File: config.mk
export PLATFORM = sky130hd
export DESIGN_NAME = div_40x20_20_signed_seq
export DESIGN_NICKNAME = d
export VERILOG_FILES = /design/src/rtl/div_pkg.sv /design/src/rtl/div_restore_step.sv /design/src/rtl/div_40x20_20_signed_seq.sv
export SDC_FILE = /design/constraint.sdc
export NUM_CORES = 1
export LEC_CHECK = 0
export CAP_MARGIN = 20
export CORE_MARGIN = 2
export CORE_UTILIZATION = 35
export DETAILED_ROUTE_END_ITERATION = 7
export DONT_BUFFER_PORTS = 1
export PLACE_DENSITY = 0.46
export SYNTH_ARGS = -nofsm -noshare
export SYNTH_HDL_FRONTEND = slang
export SYNTH_SLANG_ARGS = --single-unit
File: constraint.sdc
create_clock -name Clock -period 4.3 [get_ports Clock]
set_clock_uncertainty 0.05 [all_clocks]
set_input_delay 0.645 -clock Clock [delete_from_list [all_inputs] [get_ports Clock]]
set_output_delay 0.645 -clock Clock [all_outputs]
set_load 0.03 [all_outputs]
File: src/rtl/div_pkg.sv
// Shared types and constants for the sequential restoring divider family.
package div_pkg;

   localparam int WIDTHN     = 40;
   localparam int WIDTHD     = 20;
   localparam int ITERATIONS = 40;

   localparam logic [19:0] QMAX = 20'h7FFFF;
   localparam logic [19:0] QMIN = 20'h80000;

   typedef enum logic [1:0] {
      IDLE,
      CALC,
      FIX
   } divState_t;

endpackage

File: src/rtl/div_restore_step.sv
// One combinational restoring-division iteration on unsigned magnitudes.
module div_restore_step
   import div_pkg::*;
#(
   parameter int W = WIDTHD + 1
) (
   input  logic [W-1:0] remIn,
   input  logic         nextBit,
   input  logic [W-1:0] divisor,
   output logic [W-1:0] remOut,
   output logic         quoBit
);

   logic [W:0]   shifted;
   logic [W+1:0] trial;
   logic         unusedTrialBit;

   assign shifted = {remIn, nextBit};
   assign trial   = {1'b0, shifted} - {2'b00, divisor};

   // A kept trial result is always below the divisor, so its top magnitude bit is zero.
   assign quoBit         = ~trial[W+1];
   assign remOut         = quoBit ? trial[W-1:0] : shifted[W-1:0];
   assign unusedTrialBit = trial[W];

endmodule

File: src/rtl/div_40x20_20_signed_seq.sv
// Sequential signed 40/20 divider, one restoring step per clock, Start/Busy/Done handshake.
// Define DIV_SATURATE_EN to clamp an overflowing quotient instead of wrapping it.
module div_40x20_20_signed_seq
   import div_pkg::*;
#(
   parameter int lpm_widthn         = WIDTHN,
   parameter int lpm_widthd         = WIDTHD,
   parameter     lpm_representation = "SIGNED"
) (
   input  logic                  Clock,
   input  logic                  Sclr,
   input  logic                  Start,
   input  logic [lpm_widthn-1:0] Numer,
   input  logic [lpm_widthd-1:0] Denom,
   output logic [lpm_widthd-1:0] Quotient,
   output logic [lpm_widthd-1:0] Remain,
   output logic                  Busy,
   output logic                  Done,
   output logic                  DivByZero,
   output logic                  Overflow
);

   localparam int CW = $clog2(ITERATIONS);
   localparam bit SignedRep = (lpm_representation == "SIGNED");
   localparam logic [lpm_widthn-1:0] MagPosLim = lpm_widthn'(QMAX);
   localparam logic [lpm_widthn-1:0] MagNegLim = lpm_widthn'(QMAX) + lpm_widthn'(1);

   divState_t             state;
   logic [lpm_widthn:0]   numMag;
   logic [lpm_widthd:0]   denMag;
   logic [lpm_widthd:0]   remReg;
   logic [lpm_widthn-1:0] quoMag;
   logic [CW-1:0]         count;
   logic                  sq;
   logic                  sr;
   logic                  dz;

   logic                  numNeg;
   logic                  denNeg;
   logic                  denZero;
   logic [lpm_widthn:0]   numAbs;
   logic [lpm_widthd:0]   denAbs;
   logic [lpm_widthd:0]   stepRem;
   logic                  stepBit;

   logic [lpm_widthd-1:0] qLow;
   logic [lpm_widthd-1:0] qOut;
   logic [lpm_widthd-1:0] remSigned;
   logic [lpm_widthd-1:0] dzQuo;
   logic [lpm_widthd-1:0] dzRem;
   logic                  ovf;

   // Magnitudes carry one extra bit so the most negative operands stay exact.
   assign numNeg  = SignedRep && Numer[lpm_widthn-1];
   assign denNeg  = SignedRep && Denom[lpm_widthd-1];
   assign denZero = (Denom == '0);
   assign numAbs  = numNeg ? -{Numer[lpm_widthn-1], Numer} : {1'b0, Numer};
   assign denAbs  = denNeg ? -{Denom[lpm_widthd-1], Denom} : {1'b0, Denom};

   div_restore_step #(
      .W(lpm_widthd + 1)
   ) u_step (
      .remIn  (remReg),
      .nextBit(numMag[count]),
      .divisor(denMag),
      .remOut (stepRem),
      .quoBit (stepBit)
   );

   // Low bits of a negated magnitude equal the negation of its low bits.
   assign qLow      = sq ? -quoMag[lpm_widthd-1:0] : quoMag[lpm_widthd-1:0];
   assign ovf       = sq ? (quoMag > MagNegLim) : (quoMag > MagPosLim);
   assign remSigned = sr ? -remReg[lpm_widthd-1:0] : remReg[lpm_widthd-1:0];
   assign dzQuo     = sr ? QMIN : QMAX;
   assign dzRem     = sr ? -numMag[lpm_widthd-1:0] : numMag[lpm_widthd-1:0];

   // Quotient presented on overflow: clamp to the signed range or keep the wrapped low bits.
   always_comb begin
      qOut = qLow;
`ifdef DIV_SATURATE_EN
      if (ovf) begin
         qOut = sq ? QMIN : QMAX;
      end
`endif
   end

   // Control FSM, iteration datapath and registered result outputs.
   always_ff @(posedge Clock) begin
      if (Sclr) begin
         state     <= IDLE;
         numMag    <= '0;
         denMag    <= '0;
         remReg    <= '0;
         quoMag    <= '0;
         count     <= '0;
         sq        <= 1'b0;
         sr        <= 1'b0;
         dz        <= 1'b0;
         Quotient  <= '0;
         Remain    <= '0;
         Busy      <= 1'b0;
         Done      <= 1'b0;
         DivByZero <= 1'b0;
         Overflow  <= 1'b0;
      end else begin
         case (state)
            IDLE: begin
               Done <= 1'b0;
               if (Start) begin
                  numMag <= numAbs;
                  denMag <= denAbs;
                  sq     <= numNeg ^ denNeg;
                  sr     <= numNeg;
                  dz     <= denZero;
                  remReg <= '0;
                  quoMag <= '0;
                  count  <= CW'(ITERATIONS - 1);
                  Busy   <= 1'b1;
                  state  <= denZero ? FIX : CALC;
               end
            end
            CALC: begin
               remReg <= stepRem;
               quoMag <= {quoMag[lpm_widthn-2:0], stepBit};
               if (count == '0) begin
                  state <= FIX;
               end else begin
                  count <= count - 1'b1;
               end
            end
            FIX: begin
               Busy  <= 1'b0;
               Done  <= 1'b1;
               state <= IDLE;
               if (dz) begin
                  Quotient  <= dzQuo;
                  Remain    <= dzRem;
                  DivByZero <= 1'b1;
                  Overflow  <= 1'b0;
               end else begin
                  Quotient  <= qOut;
                  Remain    <= remSigned;
                  DivByZero <= 1'b0;
                  Overflow  <= ovf;
               end
            end
            default: begin
               state <= IDLE;
            end
         endcase
      end
   end

endmodule

==> impl_results.md <==
- Largest stage delay, worst path: 0.49 ns
- # hold bufs at CTS: 0
- Period minus WS final: 3.95 ns
- Worst rel slew slack: roughly two fifths
- Leak: 4.06 nW
- Worst min-delay path class: input pin to register
- Residual DRC count: 0
- Seq cells post-synth: 178
- Outcome: completed
- Pre-CTS setup slack: between 0.2 and 0.25 ns
- N_diodes: 0
- Hold path cells: 1
- DP Wirelength: between 20000 and 25000 um
- Detailed router's first-iteration violation count: 632
- Final Hold Fails: 0
- Hold Startpoint: Sclr
- Htree depth: 4
- EDFF count, synth: 0
- Port Buffers: 0
- Die area: a little over 0.03 mm^2
- Area Overhead vs Synth: 8.12%
- Synth Instances: around 1300
- All-layer global routing usage: slightly below 20%
- Final #Nets: 1311
- Vias: just under 9000
- Die Width: 176 um
- Synth Flop Type: dfxtp_1
- Via count of the first global-routing pass: around 8400
- Yosys cell types: 70
- CP bufs+invs: 3
- Cell taking the most area after synthesis: dfxtp_1
- GP Congestion: roughly 0.85
- Max-Cap Viols: 0
- FILL cells: around 3100
- PwrDens: about 450 mW/mm^2
- First-pass GRT wire length: around 48000 um
- Fraction of registers with async set/reset: 0%
- Critical Path AT: roughly 4.2 ns
- Final setup viols: 0
- Post-Syn Area per Cell: approximately 8.2 um^2
- CTS Buf Count: 17
- Sequential cell area: ~0.0036 mm^2
- Critical R2R Launch: count[0]
- CTS tree: done
- Vias per cell: between 5 and 6
- I/O pins: around 110
- Design Area, Final: between 0.01 and 0.015 mm^2
- Fin. max-slew vios: 0
- Clock-pin transition on the worst setup and hold timing paths: approximately 0.080 ns
- Req. time, crit path: about 4.6 ns
- FF-to-FF setup slack: about 0.35 ns
- Chip height: 176 um
- Clock latency on the worst-skew pair: between 0.4 and 0.5 ns
- Cell with the largest stage delay on the worst path: mux4_2
- Post-DP Area: 0.0107 mm^2
- Gr ovfl total: 0
- Clock Path Buffers: 2
- Hold Crit Endpoint: denMag[19]
- R2R depth: 16
- Top post-synthesis cells by area: dfxtp_1, xor2_1, nor2_1, nand2_1, o21ai_0
- Final period util: about 92%
- Unrepaired setup endpoints after global routing: no
- Worst VDD drop: ~0.00028 V
- Delay-heaviest family, CP: compound AO/OA/AOI/OAI gates
- Seq/Total Area, Yosys: between 30% and 40%
- Yosys top cell area share: 34.3%
- WS Path Type: register to register
- Crit Path Max Fanout: 8
- Total core area: about 0.03 mm^2
- DRT Wirelength: around 30000 um
- Largest net degree at the start of global routing: 136
- Synth Net Count: between 1000 and 1500
- Share of layout cells above drive strength 1: 7.47%
- Site row count: 63
- Least-Margin Pin Slew: ~0.90 ns
- Mapped Area: about 0.010 mm^2
- Synth Warn #: 0
- PnR worst setup slack: 0.354 ns
- Reg2reg end: remReg[10]
- Initial antenna violation count: 0
- CP cell instances: buf_4 -> mux4_2 -> mux2i_1 -> a32oi_1 -> o211ai_1 -> ha_1 -> inv_1 -> fa_1 -> a21oi_2 -> nor2_1 -> o211ai_1 -> nand4_1 -> a41oi_2 -> buf_2 -> mux2i_1 -> o21ai_0
- Endpoint class of the critical path: register
- Startpoint Class: register
- Drt pass-1 iters: 5
- Starting Density: 35.3%
- Routed Antenna Nets: 0
- Setup TNS: 0 ns
- Footprint of the multi-input gates: 0.00636 mm^2
- Clock sink count: roughly 180
- Peak Freq: ~0.25 GHz
- WL per Instance: ~19 um
- Worst path depth: 16
- Clock root cell: clkbuf_16
==> state kept, by name (all words and copies together) (netlist names) <==
signal,cells
Busy,1
DivByZero,1
Done,1
Overflow,1
Quotient,20
Remain,20
count,6
denMag,21
dz,1
numMag,41
quoMag,40
remReg,21
sq,1
sr,1
state,2
==> layout make-up <==
type / instances / share of cell area, %
clock buffers: 18 / 3.82
clock inverters: 14 / 1.20
inverters: 38 / 1.27
multi-input cells: 968 / 56.6
flip-flops and latches: 178 / 31.7
well taps: 390 / 4.34
repair buffers: 16 / 1.08
==> synth_stat cells (all sizes together) (3+ instances only) <==
master / n
a2111oi: 3
a211oi: 49
a21boi: 3
a21o: 3
a21oi: 53
a22o: 6
a22oi: 39
a32oi: 11
buf: 16
clkbuf: 63
dfxtp: 178
ha: 28
inv: 38
mux2i: 26
mux4: 9
nand2: 127
nand2b: 12
nand3: 16
nand3b: 4
nand4: 5
nand4b: 4
nor2: 155
nor2b: 9
nor3: 37
nor3b: 4
nor4: 18
o211ai: 20
o21a: 8
o21ai: 101
o31ai: 34
o41ai: 17
or2: 3
or3: 6
or4: 15
xnor2: 42
xor2: 75
==> repair_timing <==
| action | 4_1_cts | 5_1_grt |
|---|---|---|
| setup endpoints to repair | 0 | 16 |
| setup buffers | 0 | 0 |
| resized for setup | 0 | 3 |
==> how the worst max path moves through the flow <==
| stage | start | end | slack, ns |
|---|---|---|---|
| floorplan | count[0] | quoMag[0] | 0.44 |
| CTS | count[0] | remReg[0] | 0.18 |
| detailed placement | count[0] | remReg[0] | 0.21 |
| finish | count[0] | remReg[10] | 0.35 |
| global route | count[0] | remReg[5] | 0.03 |
| global placement | count[0] | remReg[0] | 0.26 |
==> routing by layer <==
metal	routed length [um]	track usage (%)	vias up	share of wire, %
met5	0	0	-	0
met4	403	4.75	0	1.3
li1	-	-	4491	-
met3	1440	4.01	21	4.8
met2	13000	29.3	176	43
met1	15300	28.3	4192	51
==> power breakdown <==
group | leakage, nW | internal (mW) | switching, mW | total [mW]
clock network | 0.270 | 0.771 | 0.762 | 1.53
logic | 2.34 | 0.677 | 0.923 | 1.60
registers | 1.45 | 1.75 | 0.168 | 1.92
==> placed cells by master, fill, tap and decap left out, drive strengths merged, types with 3 or more instances in the layout <==
master	synthesis	layout
nand4	5	5
o31ai	34	34
nand2	127	127
or3	6	6
a211oi	49	49
a32oi	11	11
o21ai	101	101
clkbuf	63	18
nor4	18	18
buf	16	16
xnor2	42	42
dfxtp	178	178
nand4b	4	4
mux4	9	9
a21o	3	3
a21oi	53	53
inv	38	47
nor2	155	155
a21boi	3	3
nand2b	12	12
nor2b	9	9
nor3b	4	4
a2111oi	3	3
nand3b	4	4
ha	28	28
a22oi	39	39
o21a	8	8
mux2i	26	26
or4	15	15
nand3	16	16
or2	3	3
clkinvlp	0	3
nor3	37	37
xor2	75	75
a22o	6	6
o211ai	20	20
o41ai	17	17
==> cell families after synthesis <==
| family | after synthesis | synth area share [%] |
|---|---|---|
| AO/OA/AOI/OAI | 365 | 23.9 |
| XOR/XNOR | 117 | 9.86 |
| adder cells (fa/ha/maj) | 29 | 3.56 |
| buffers and inverters | 117 | 4.72 |
| flip-flops | 178 | 34.3 |
| multiplexers | 37 | 4.67 |
| AND/OR/NAND/NOR | 420 | 19.0 |
==> worst reg2reg max path: stages, from the launching register on <==
cell and delay, ns:
dfxtp_2 0.39, buf_4 0.18, mux4_2 0.49, mux2i_1 0.14
a32oi_1 0.07, o211ai_1 0.34, ha_1 0.23, inv_1 0.05
fa_1 0.40, a21oi_2 0.16, nor2_1 0.11, o211ai_1 0.19
nand4_1 0.18, a41oi_2 0.31, buf_2 0.26, mux2i_1 0.20
o21ai_0 0.09
==> per-stage QoR <==
step	hold WS, ns	utilization [%]	power (mW)	instances
after CTS	0.224	38.1	5.07	1621
after global routing	0.225	38.1	5.36	1622
final	0.221	38.1	5.06	1622
after floorplan	0.370	-	3.16	1263
after detailed placement	0.393	36.2	3.53	1589
after global placement	0.381	36.1	3.53	1588
No activity file was read; power rests on OpenSTA's default activity.
